===== config.mk =====
export PLATFORM = sky130hd
export DESIGN_NAME = saturn_bus_ctrl
export DESIGN_NICKNAME = d
export VERILOG_FILES = /design/src/rtl/saturn_bus_ctrl_pkg.sv /design/src/rtl/saturn_bus_slot_timer.sv /design/src/rtl/saturn_bus_ctrl.sv
export SDC_FILE = /design/constraint.sdc
export NUM_CORES = 1
export LEC_CHECK = 0
export ABC_CLOCK_PERIOD_IN_PS = 2700
export CORE_MARGIN = 2
export CORE_UTILIZATION = 55
export DETAILED_ROUTE_END_ITERATION = 8
export GPL_TIMING_DRIVEN = 0
export PLACE_DENSITY = 0.86
export SYNTH_ARGS = -nofsm -noshare
export SYNTH_HDL_FRONTEND = slang
export SYNTH_HIERARCHICAL = 1
export SYNTH_SLANG_ARGS = --single-unit

===== constraint.sdc =====
create_clock -name i_clk -period 2.7 [get_ports i_clk]
set_clock_uncertainty 0.1 [all_clocks]
set_input_delay 0.54 -clock i_clk [delete_from_list [all_inputs] [get_ports i_clk]]
set_output_delay 0.54 -clock i_clk [all_outputs]
set_load 0.05 [all_outputs]

===== src/rtl/saturn_bus_ctrl_pkg.sv =====
// Shared definitions for the Saturn nibble-bus master: bus command codes,
// controller state encodings and the device read-mode shadow encoding.
package saturn_bus_ctrl_pkg;

    // Bus command nibbles, driven while o_bus_is_data is low.
    localparam logic [3:0] BUSCMD_PC_READ = 4'h0;
    localparam logic [3:0] BUSCMD_DP_READ = 4'h1;
    localparam logic [3:0] BUSCMD_LOAD_PC = 4'h4;
    localparam logic [3:0] BUSCMD_LOAD_DP = 4'h5;

    // A pointer load carries the 20-bit address as five nibbles, LSN first.
    localparam int ADDR_NIBBLES = 5;

    typedef enum logic [2:0] {
        ST_IDLE,
        ST_CMD,
        ST_ADDR,
        ST_DATA,
        ST_LAST,
        ST_DONE
    } bus_state_t;

    typedef enum logic [1:0] {
        BUS_MODE_NONE,
        BUS_MODE_PC,
        BUS_MODE_DP
    } bus_mode_t;

    function automatic logic [3:0] addr_nibble(input logic [19:0] addr, input logic [2:0] idx);
        return addr[idx*4 +: 4];
    endfunction

endpackage


===== src/rtl/saturn_bus_slot_timer.sv =====
// Free-running bus slot timer: phase counter, slot strobe on the last phase,
// and a one-clock-delayed strobe marking when device read data is valid.
module saturn_bus_slot_timer #(
    parameter int BUS_PERIOD = 4
) (
    input  logic i_clk,
    input  logic i_reset,
    output logic o_strobe,
    output logic o_strobe_d1
);

    localparam int CW = $clog2(BUS_PERIOD);
    localparam logic [CW-1:0] PHASE_LAST = CW'(BUS_PERIOD - 1);

    logic [CW-1:0] phase;

    // Phase counter wraps every BUS_PERIOD clocks; delayed strobe follows it.
    always_ff @(posedge i_clk) begin
        if (i_reset) begin
            phase       <= '0;
            o_strobe_d1 <= 1'b0;
        end else begin
            phase       <= (phase == PHASE_LAST) ? '0 : phase + 1'b1;
            o_strobe_d1 <= o_strobe;
        end
    end

    assign o_strobe = (phase == PHASE_LAST);

endmodule


===== src/rtl/saturn_bus_ctrl.sv =====
// Saturn nibble-bus master. Turns PC/DP-relative nibble read requests into
// slot-timed command, address and data cycles, and shadows each device
// pointer and the device read mode to skip redundant pointer loads.
//
// state   | meaning
// --------+--------------------------------------------------------------
// IDLE    | ready for a request; bus outputs parked at zero
// CMD     | command slot (LOAD_PC/LOAD_DP or PC_READ/DP_READ) on the bus
// ADDR    | one of five address slots, LSN first
// DATA    | data slot; device returns a nibble, shadow pointer advances
// LAST    | final data slot strobed, waiting for its nibble to be captured
// DONE    | one clock gap so ready rises after the final o_rd_valid
module saturn_bus_ctrl
    import saturn_bus_ctrl_pkg::*;
#(
    parameter int BUS_PERIOD = 4
) (
    input  logic        i_clk,
    input  logic        i_reset,
    input  logic        i_req_valid,
    output logic        o_req_ready,
    input  logic        i_req_is_dp,
    input  logic [19:0] i_req_addr,
    input  logic [3:0]  i_req_count,
    output logic        o_rd_valid,
    output logic [3:0]  o_rd_nibble,
    output logic        o_busy,
    output logic        o_bus_clk_en,
    output logic        o_bus_is_data,
    output logic [3:0]  o_bus_nibble_out,
    input  logic [3:0]  i_bus_nibble_in
);

    bus_state_t  state;
    bus_mode_t   mode;
    logic [19:0] shadow_pc;
    logic [19:0] shadow_dp;
    logic        shadow_pc_ok;
    logic        shadow_dp_ok;
    logic [19:0] addr_q;
    logic        is_dp_q;
    logic        full_q;
    logic [2:0]  addr_idx;
    logic [4:0]  remain;
    logic        cap_pend;
    logic        strobe;
    logic        strobe_d1;

    logic        accept;
    logic        ptr_hit;
    bus_mode_t   req_mode;

    saturn_bus_slot_timer #(
        .BUS_PERIOD (BUS_PERIOD)
    ) u_slot_timer (
        .i_clk       (i_clk),
        .i_reset     (i_reset),
        .o_strobe    (strobe),
        .o_strobe_d1 (strobe_d1)
    );

    assign o_bus_clk_en = strobe;

    // Classify an incoming request against the shadow of the chosen pointer.
    always_comb begin
        accept   = i_req_valid && o_req_ready;
        req_mode = i_req_is_dp ? BUS_MODE_DP : BUS_MODE_PC;
        ptr_hit  = 1'b0;
        if (i_req_is_dp)
            ptr_hit = shadow_dp_ok && (i_req_addr == shadow_dp);
        else
            ptr_hit = shadow_pc_ok && (i_req_addr == shadow_pc);
    end

    // Transaction FSM, shadow registers and registered bus/read outputs.
    always_ff @(posedge i_clk) begin
        if (i_reset) begin
            state            <= ST_IDLE;
            mode             <= BUS_MODE_NONE;
            shadow_pc        <= '0;
            shadow_dp        <= '0;
            shadow_pc_ok     <= 1'b0;
            shadow_dp_ok     <= 1'b0;
            addr_q           <= '0;
            is_dp_q          <= 1'b0;
            full_q           <= 1'b0;
            addr_idx         <= '0;
            remain           <= '0;
            cap_pend         <= 1'b0;
            o_req_ready      <= 1'b1;
            o_busy           <= 1'b0;
            o_rd_valid       <= 1'b0;
            o_rd_nibble      <= '0;
            o_bus_is_data    <= 1'b0;
            o_bus_nibble_out <= '0;
        end else begin
            // Device registers its nibble on the strobe; it is safe to take one clock later.
            o_rd_valid <= 1'b0;
            if (strobe_d1 && cap_pend) begin
                o_rd_valid  <= 1'b1;
                o_rd_nibble <= i_bus_nibble_in;
                cap_pend    <= 1'b0;
            end

            case (state)
                ST_IDLE: begin
                    if (accept) begin
                        o_req_ready <= 1'b0;
                        o_busy      <= 1'b1;
                        addr_q      <= i_req_addr;
                        is_dp_q     <= i_req_is_dp;
                        addr_idx    <= '0;
                        remain      <= (i_req_count == 4'd0) ? 5'd16 : {1'b0, i_req_count};
                        mode        <= req_mode;
                        if (!ptr_hit) begin
                            // Device enters the matching read mode after the 5th address nibble.
                            full_q           <= 1'b1;
                            state            <= ST_CMD;
                            o_bus_is_data    <= 1'b0;
                            o_bus_nibble_out <= i_req_is_dp ? BUSCMD_LOAD_DP : BUSCMD_LOAD_PC;
                            if (i_req_is_dp) begin
                                shadow_dp    <= i_req_addr;
                                shadow_dp_ok <= 1'b1;
                            end else begin
                                shadow_pc    <= i_req_addr;
                                shadow_pc_ok <= 1'b1;
                            end
                        end else if (mode != req_mode) begin
                            full_q           <= 1'b0;
                            state            <= ST_CMD;
                            o_bus_is_data    <= 1'b0;
                            o_bus_nibble_out <= i_req_is_dp ? BUSCMD_DP_READ : BUSCMD_PC_READ;
                        end else begin
                            full_q           <= 1'b0;
                            state            <= ST_DATA;
                            o_bus_is_data    <= 1'b1;
                            o_bus_nibble_out <= '0;
                        end
                    end
                end

                ST_CMD: begin
                    if (strobe) begin
                        o_bus_is_data <= 1'b1;
                        if (full_q) begin
                            state            <= ST_ADDR;
                            o_bus_nibble_out <= addr_nibble(addr_q, 3'd0);
                        end else begin
                            state            <= ST_DATA;
                            o_bus_nibble_out <= '0;
                        end
                    end
                end

                ST_ADDR: begin
                    if (strobe) begin
                        if (addr_idx == 3'(ADDR_NIBBLES - 1)) begin
                            state            <= ST_DATA;
                            o_bus_nibble_out <= '0;
                        end else begin
                            addr_idx         <= addr_idx + 3'd1;
                            o_bus_nibble_out <= addr_nibble(addr_q, addr_idx + 3'd1);
                        end
                    end
                end

                ST_DATA: begin
                    if (strobe) begin
                        cap_pend <= 1'b1;
                        remain   <= remain - 5'd1;
                        if (is_dp_q)
                            shadow_dp <= shadow_dp + 20'd1;
                        else
                            shadow_pc <= shadow_pc + 20'd1;
                        if (remain == 5'd1) begin
                            state            <= ST_LAST;
                            o_bus_is_data    <= 1'b0;
                            o_bus_nibble_out <= '0;
                        end
                    end
                end

                ST_LAST: begin
                    if (strobe_d1)
                        state <= ST_DONE;
                end

                ST_DONE: begin
                    state       <= ST_IDLE;
                    o_req_ready <= 1'b1;
                    o_busy      <= 1'b0;
                end

                default: begin
                    state <= ST_IDLE;
                end
            endcase
        end
    end

endmodule


# After elaboration in Yosys (flattened, before gate mapping)
# Cells that the tools add are included.
word_totals:
  reg_bits: 93
  in_bits: 32
  output_inout_bits: 13
  wordCells: 136
classes:
  addsub: 5
  eq_ne: 24
  shifts: 1
  mux: 61
  bitwise: 2
  reduce_logical: 23
op_table:
  columns: ["operator", "count"]
  rows:
  - ["$mux 20", 10]
  - ["$pmux 20 s2", 2]
  - ["$add 20x1->20 const B", 2]
  - ["$eq 20x20->1", 2]
  - ["$mux 3", 11]
  - ["$mux 4", 7]
  - ["$ne 2x2->1 const B", 12]
  - ["$shiftx 20x6->4", 1]
  - ["$mux 1", 18]
  - ["$reduce_and 6->1", 3]
  - ["$pmux 4 s4", 1]
  - ["$mux 5", 3]
  - ["$pmux 3 s5", 1]
  - ["$reduce_and 4->1", 3]
  - ["$pmux 5 s2", 1]
  - ["$eq 3x3->1 const B", 3]
  - ["$reduce_and 7->1", 1]
  - ["$eq 3x2->1 const B", 2]
  - ["$mux 2", 3]
  - ["$pmux 3 s2", 1]
  - ["$reduce_bool 2->1", 3]
  - ["$eq 5x1->1 const B", 1]
  - ["$reduce_and 5->1", 1]
  - ["$sub 5x1->5 const B", 1]
  - ["other kinds (17)", 23]

# Depth between registers and ports, before layout
# Gate-level depths: netlist of the first run.
depth:
  ltp_word: 6
  ltp_mapped: 10
  mapped_depth_nobuf: 9

# Cells and area by module
# The synthesis of the first run kept the hierarchy.
by_module_without_submodules:
  columns: ["mod", "instances", "cells_each", "area_per_inst_um2", "seq_area_each_um2"]
  rows:
  - ["saturn_bus_ctrl", 1, 732, 5362.6, 1781.7]
  - ["saturn_bus_slot_timer", 1, 7, 103.8, 60.1]

# Least setup slack after synthesis of the first run
# OpenSTA, ideal clock, no wires.
synth_path:
  path_kind: "reg-to-reg"
  start: "reg, netlist name u_slot_timer/phase[0]"
  end: "reg mode[0]"
  setup_ns: 0.129
  t_arrival_ns: 2.373
  t_required_ns: 2.471
  setup_slack_ns: 0.099
  path_stages_with_launch: 10
  n_path_buf: 2
  synth_period_minus_slack_ns: 2.601
  path_cell_list: "dfxtp_1 > ha_1 > o21ai_0 > and2_1 > nor3_2 > o21ai_1 > buf_2 > buf_1 > a21oi_1 > nor2_1"
synth_rtl:
  columns: ["element", "line", "rtl"]
  rows:
  - ["end signal: assignment", "saturn_bus_ctrl.sv:114", "mode <= req_mode;"]
  - ["end: declaration", "saturn_bus_ctrl.sv:35", "bus_mode_t mode;"]

# Worst setup path in the final report of the first run
layout_path:
  start: "in i_req_addr[0]"
  end: "reg shadow_pc[15]"
layout_via:
  elab_chain_cells: 5
  elab_cells_between_ends: 7
  cone_classes: "3 x eq/ne; 1 x mux; 3 x reduce/logical"
layout_lines:
  columns: ["element", "line", "rtl"]
  rows:
  - ["start: declaration", "saturn_bus_ctrl.sv:23", "input logic [19:0] i_req_addr,"]
  - ["$eq 20x20->1 (on tied branches)", "saturn_bus_ctrl.sv:72, saturn_bus_ctrl.sv:70", null]
  - ["$logic_and 1x1->1 (on tied branches)", "saturn_bus_ctrl.sv:72, saturn_bus_ctrl.sv:70", null]
  - ["$mux 1 (*)", "saturn_bus_ctrl.sv:69", "if (i_req_is_dp)"]
  - ["$ne 2x2->1 (no line) (*)", null, null]
  - ["$reduce_and 6->1 (no line) (*)", null, null]
  - ["end signal: assignment", "saturn_bus_ctrl.sv:125", "shadow_pc <= i_req_addr;"]
  - ["end signal: assignment", "saturn_bus_ctrl.sv:174", "shadow_pc <= shadow_pc + 20'd1;"]
  - ["end: declaration", "saturn_bus_ctrl.sv:36", "logic [19:0] shadow_pc;"]
# Mark *: on every way between the ends. The rest lies on a longest branch, timed or not.
# A chain may end at the register's enable or synchronous reset.

==> impl_results.md, run 1 <==
* FP Rows at 36
* Initial DRC count at roughly 650
* Die area at 0.0108 mm²
* Largest stage delay, worst path at ~0.44 ns
* Final WL at ~19 mm
* Post-route ant nets at 0
* Yosys warnings at 6
* Clock sink total at between 90 and 100
* Worst Hold Class: reg2reg
* Port buffer count at 43
* Met1 Wirelength at ~7.5 mm
* Worst-Margin Slew at ~0.84 ns
* Layout cells sized above 1 at 0.0909
* Hold buffer count at cts at 0
* Initial antenna violation count at 0
* F_max at 0.374 GHz
* Diodes inserted at 0
* Outcome: completed
* Top delay family on crit path: simple AND/OR/NAND/NOR gates
* Vias post-DR at approximately 6,000
* Leak pwr at between 0.002 and 0.0025 µW
* Slew HR at 0.443
* Met3 WL post-DR at 1.90 mm
* Mapped Cells at between 700 and 800
* Crit Path Category: in2reg
* Area growth syn-to-layout at 16.9%
* Yosys cell types at 64
* Syn_area_per_cell at between 7 and 8 µm²
* Most common flop cell mapped by yosys: dfxtp_1
* Highest routed layer: met4
* RSZ-0062 raised after global routing: no
* Final setup vio count at 0
* Net count reported at finish at roughly 840
* Total Power at roughly 3700 µW
* Syn Std Cell Area at roughly 0.0055 mm²
* Die height at around 100 µm
* Vias per Instance at ~6.4
* Worst R2R End: shadow_pc[15]
* Num ports at 45
* Post-synth ARST share at 0
* FF-to-FF Start: shadow_pc[0]
* Pins Over Slew Limit at 0
* Max-Cap Viols at 0
* Maximum clock path buffer count at 2
* Flop2flop setup slack at around 0.10 ns
* Clk root buf: clkbuf_8
* CTS buffer count at 9
* Global-route wire length before repair at about 30 mm
* Met2 WL at between 8 and 9 mm
* CTS tree: yes
* Critical path buffers and inverters at 2
* DP HPWL at 13.6 mm
* Fin Hold WS at 0.343 ns
* PD cells at a little under 600 mW/mm²
* Worst Path Required at roughly 2.8 ns
* CP endpoint kind: flop
* FF-to-FF path depth at 8
* Startpoint Class: input port
* Gr ovfl total at 0
* Syn Nets at roughly 780
* Final RePlAce weighted congestion at a little under 1
* Worst path slowest cell: or4_4
* Seq/Total Area, Yosys at 0.337
* Core ar. at about 0.0097 mm²
* Worst-Skew Late Latency at 0.38 ns
* Hold_sp: u_slot_timer/phase[0]
* Worst Hold Depth at 1
* Vias in the first global route at between 5,000 and 6,000
* Total GRT Usage at 0.345
* Setup_tns at 0 ns
* WP data arrival at roughly 2.8 ns
* Hold Path Sink: u_slot_timer/phase[0]
* Initial core utilization at 0.562
* Worst-path clk slew at approximately 0.090 ns
* H-tree depth at 3
* Seq cells post-synth at 92
* CP max FO at 9
* Final core area utilization at 0.657
* Post-synth EDFFs at 0
* DRC at 0
* Min Tclk post-route at 2.67 ns
* Final number of hold-violating endpoints at 0
* DRT Pass-1 Iters at 6
* Final Cycle Share at 0.990
* Max rail drop VDD at approximately 290 µV
* Chip Width at a little over 100 µm
* Largest net degree at the start of global routing at 14
* WL per Instance at about 20 µm
* Layout filler cell count at 862
* Cell Chain, Critical Path: clkbuf_1, xor2_1, nor4_2, nand4b_1, or4_4, buf_6, and2_1, a221oi_1, nor2_1
logic make-up after synthesis:
kind of cell	Yosys count	share of synthesized area
and+or+nand+nor	312	0.268
xor gates and xnor gates	43	0.0689
buffers and inverters	66	0.0513
adders and majority gates	7	0.0160
DFF	92	0.337
AOI/OAI and AO/OA	213	0.239
muxes	6	0.0201
layer usage:
layer,GRT usage,vias to the layer above
li1,-,2760
met4,0.187,0
met2,0.548,383
met1,0.447,2793
met5,0,-
met3,0.0617,88
area by class of cell:
type	count	area [µm²]	share of cell area
inverter	15	56.3	0.00881
clock inverter	2	12.5	0.00196
buffer	49	229	0.0358
multi-input combinational	581	3450	0.540
tap	133	166	0.0260
sequential	92	1840	0.288
timing repair buffer	52	485	0.0760
clock buffer	12	145	0.0227
cell usage after synthesis (8+ instances only):
cell type | count | area, µm²
nand2_1 | 141 | 529
xnor2_1 | 26 | 228
nor4_1 | 8 | 50.1
nand4_1 | 13 | 81.3
inv_1 | 15 | 56.3
o21ai_0 | 40 | 200
nor2_1 | 57 | 214
clkbuf_1 | 37 | 139
dfxtp_1 | 92 | 1840
a31oi_1 | 13 | 81.3
xor2_1 | 17 | 149
a21oi_1 | 84 | 420
nor3_1 | 14 | 70.1
nand3_1 | 27 | 135
o31ai_1 | 12 | 90.1
repair_timing:
item,4_1_cts,5_1_grt
gates resized for setup,27,29
setup buffers,6,3
endpoints found under the setup margin,74,64
hold endpoints to repair,0,0
pin swaps,4,5
report_power, final:
group / internal [µW] / leakage [µW] / switching (µW)
clock: 350 / 0.0000783 / 491
sequential: 1520 / 0.000749 / 162
combinational: 454 / 0.00138 / 763
total: 2320 / 0.00221 / 1420
sequential cells by signal, summed over array words and instances (netlist names), 2 cells and up:
register            flops
u_slot_timer/phase      2
o_bus_nibble_out        4
addr_q                 20
o_rd_nibble             4
addr_idx                3
state                   3
remain                  5
mode                    2
shadow_dp              20
shadow_pc              20
placed cells by master, fill, tap and decap left out, types with 5 or more instances in the layout:
cell type	n
clkbuf_1	32
o32ai_1	5
a31oi_1	13
nand3b_1	7
a211oi_1	7
o21ai_0	40
a311oi_1	6
dfxtp_1	91
nand4_1	13
and2_1	5
dlymetal6s2s_1	6
nand2b_1	6
nor2b_1	7
nor2_1	56
or3_1	6
clkbuf_2	10
nor3_1	12
ha_1	7
nand2_1	141
buf_4	11
xor2_1	17
a21oi_1	84
xnor2_1	26
nor4_1	5
clkdlybuf4s50_1	27
clkbuf_8	10
buf_2	6
o21ai_1	5
inv_1	15
and3_1	5
nand3_1	25
dlygate4sd2_1	6
o31ai_1	12
stage by stage:
stage | area, µm² | setup WS, ns | instances
detailed placement | 6060 | -0.922 | 915
CTS | 6320 | 0.00298 | 935
finish | 6390 | 0.0276 | 936
global route | 6390 | 0.00694 | 936
global placement | 6060 | -0.808 | 915
floorplan | 5470 | 0.0986 | 739
worst max path at each step:
stage,from,end,slack (ns),depth (start not counted)
CTS,i_req_addr[16],shadow_dp[0],0.003,10
finish,i_req_addr[0],shadow_pc[15],0.03,9
global placement,i_req_addr[16],shadow_dp[7],-0.81,8
global route,i_req_addr[0],shadow_pc[15],0.007,9
floorplan,u_slot_timer/phase[0],mode[0],0.1,9
detailed placement,i_req_valid,shadow_dp[6],-0.92,8
(Power assumes the default switching activity.)
==> run 2, diff against run 1 <==
- CTS_CLUSTER_DIAMETER: default -> 150
==> results of run 2 <==
Final layout, timing and power as in run 1 (identical DEF).
==> run 3, diff against run 2 <==
- CORE_UTILIZATION: 55 -> 35
- PLACE_DENSITY: 0.86 -> 0.63
==> impl_results.md, run 3 (synthesis results as in run 1) <==
* Outcome: completed
* Die height at approximately 130 µm
* Worst-Skew Late Latency at roughly 0.36 ns
* Worst Path Required at 2.87 ns
* Flop2flop setup slack at approximately 0.16 ns
* Slew HR at 0.461
* Max rail drop VDD at around 360 µV
* Fin Hold WS at about 0.34 ns
* Crit path launch: i_req_addr[18]
* Worst Hold Class: reg2reg
* WL per Instance at 18.0 µm
* Core ar. at ~0.015 mm²
* Final setup vio count at 0
* Initial DRC count at slightly below 600
* Largest net degree at the start of global routing at 16
* Vias in the first global route at approximately 5,200
* H-tree depth at 3
* CTS buffer count at 9
* DRC at 0
* Total GRT Usage at 0.228
* Initial core utilization at 0.358
* Final WL at ~18 mm
* Port buffer count at 43
* PD cells at about 630 mW/mm²
* Global-route wire length before repair at approximately 29 mm
* Min Tclk post-route at about 2.6 ns
* WP data arrival at about 2.7 ns
* Startpoint Class: input port
* Commonest non-fill, non-tap cell in the layout: nand2_1
* Worst-Margin Slew at 0.809 ns
* CP max FO at 9
* Chip Width at approximately 130 µm
* Num ports at 45
* Clock sink total at 92
* Pins Over Slew Limit at 0
* Most frequent cells in the layout: 141 x nand2_1, 91 x dfxtp_1, 84 x a21oi_1
* Leak pwr at roughly 0.0023 µW
* Crit Path Category: in2reg
* FF-to-FF Start: shadow_pc[5]
* Post-route ant nets at 0
* Final number of hold-violating endpoints at 0
* Final RePlAce weighted congestion at roughly 0.93
* DP HPWL at 13.5 mm
* Diodes inserted at 0
* Maximum clock path buffer count at 2
* F_max at approximately 0.4 GHz
* Top Registers: addr_q x20, shadow_dp x20, shadow_pc x20
* Final Cycle Share at 0.954
* CP endpoint kind: flop
* Net count reported at finish at about 840
* Vias post-DR at about 5,600
* Worst-path clk slew at roughly 0.07 ns
* Final setup margin at between 0.1 and 0.15 ns
* Final core area utilization at 0.435
* Setup slack at placement at -0.855 ns
* Gr ovfl total at 0
* Layout cells sized above 1 at 0.103
* Hold_sp: u_slot_timer/phase[0]
* Vias per Instance at between 5 and 6
* Hold buffer count at cts at 0
* Die area at ~0.017 mm²
* Initial antenna violation count at 0
* DRT Pass-1 Iters at 5
* Clk root buf: clkbuf_16
* Area growth syn-to-layout at 21.5%
* CTS tree: yes
* Max-Cap Viols at 0
* FP Rows at 45
-- run 3: worst max-delay path: stages --
cell	delay, ns
dlygate4sd2_1	0.33
xor2_1	0.20
nor4_1	0.23
nand4_1	0.13
or4_1	0.49
buf_6	0.17
a21oi_4	0.18
buf_4	0.17
a21oi_1	0.04
o32ai_1	0.27
-- run 3: metrics by stage --
step	cells	total power (µW)	TNS (ns)	area, µm²
final	1018	4210	0	6640
after global routing	1018	4410	-0.000240	6640
after CTS	1013	4170	0	6550
after detailed placement	993	2810	-41.69	6160
after global placement	993	2800	-44.62	6160
after floorplan	739	2430	0	5470
-- run 3: area by class of cell --
class                      instances  area (µm²)
clock inverter                     6        62.6
buffer                            49         231
tap                              211         264
sequential                        92        1840
inverter                          15        56.3
timing repair buffer              54         495
multi-input combinational        581        3450
clock buffer                      10         239
fill                            1564        8610
-- run 3: final timing paths --
check / end / cells after the start
worst max-delay path: shadow_pc[7] / 10
worst min-delay path: u_slot_timer/phase[0] / 1
worst max register to register: shadow_pc[7] / 10
worst min register to register: u_slot_timer/phase[0] / 1
-- run 3: report_power, final --
group | internal [µW] | switching [µW]
Combinational | 458 | 736
Clock | 744 | 591
Sequential | 1520 | 158
Total | 2720 | 1480
-- run 3: what timing repair did --
action | CTS | global route
setup buffers | 5 | 6
endpoints found under the setup margin | 67 | 66
pin swaps | 4 | 4
gates resized for setup | 27 | 38
-- run 3: layer usage --
metal	share of wire	up-vias	GRT usage
met5	0	-	0
met4	0.031	0	0.0959
met3	0.080	39	0.0557
met2	0.44	210	0.345
met1	0.45	2607	0.310
li1	-	2759	-
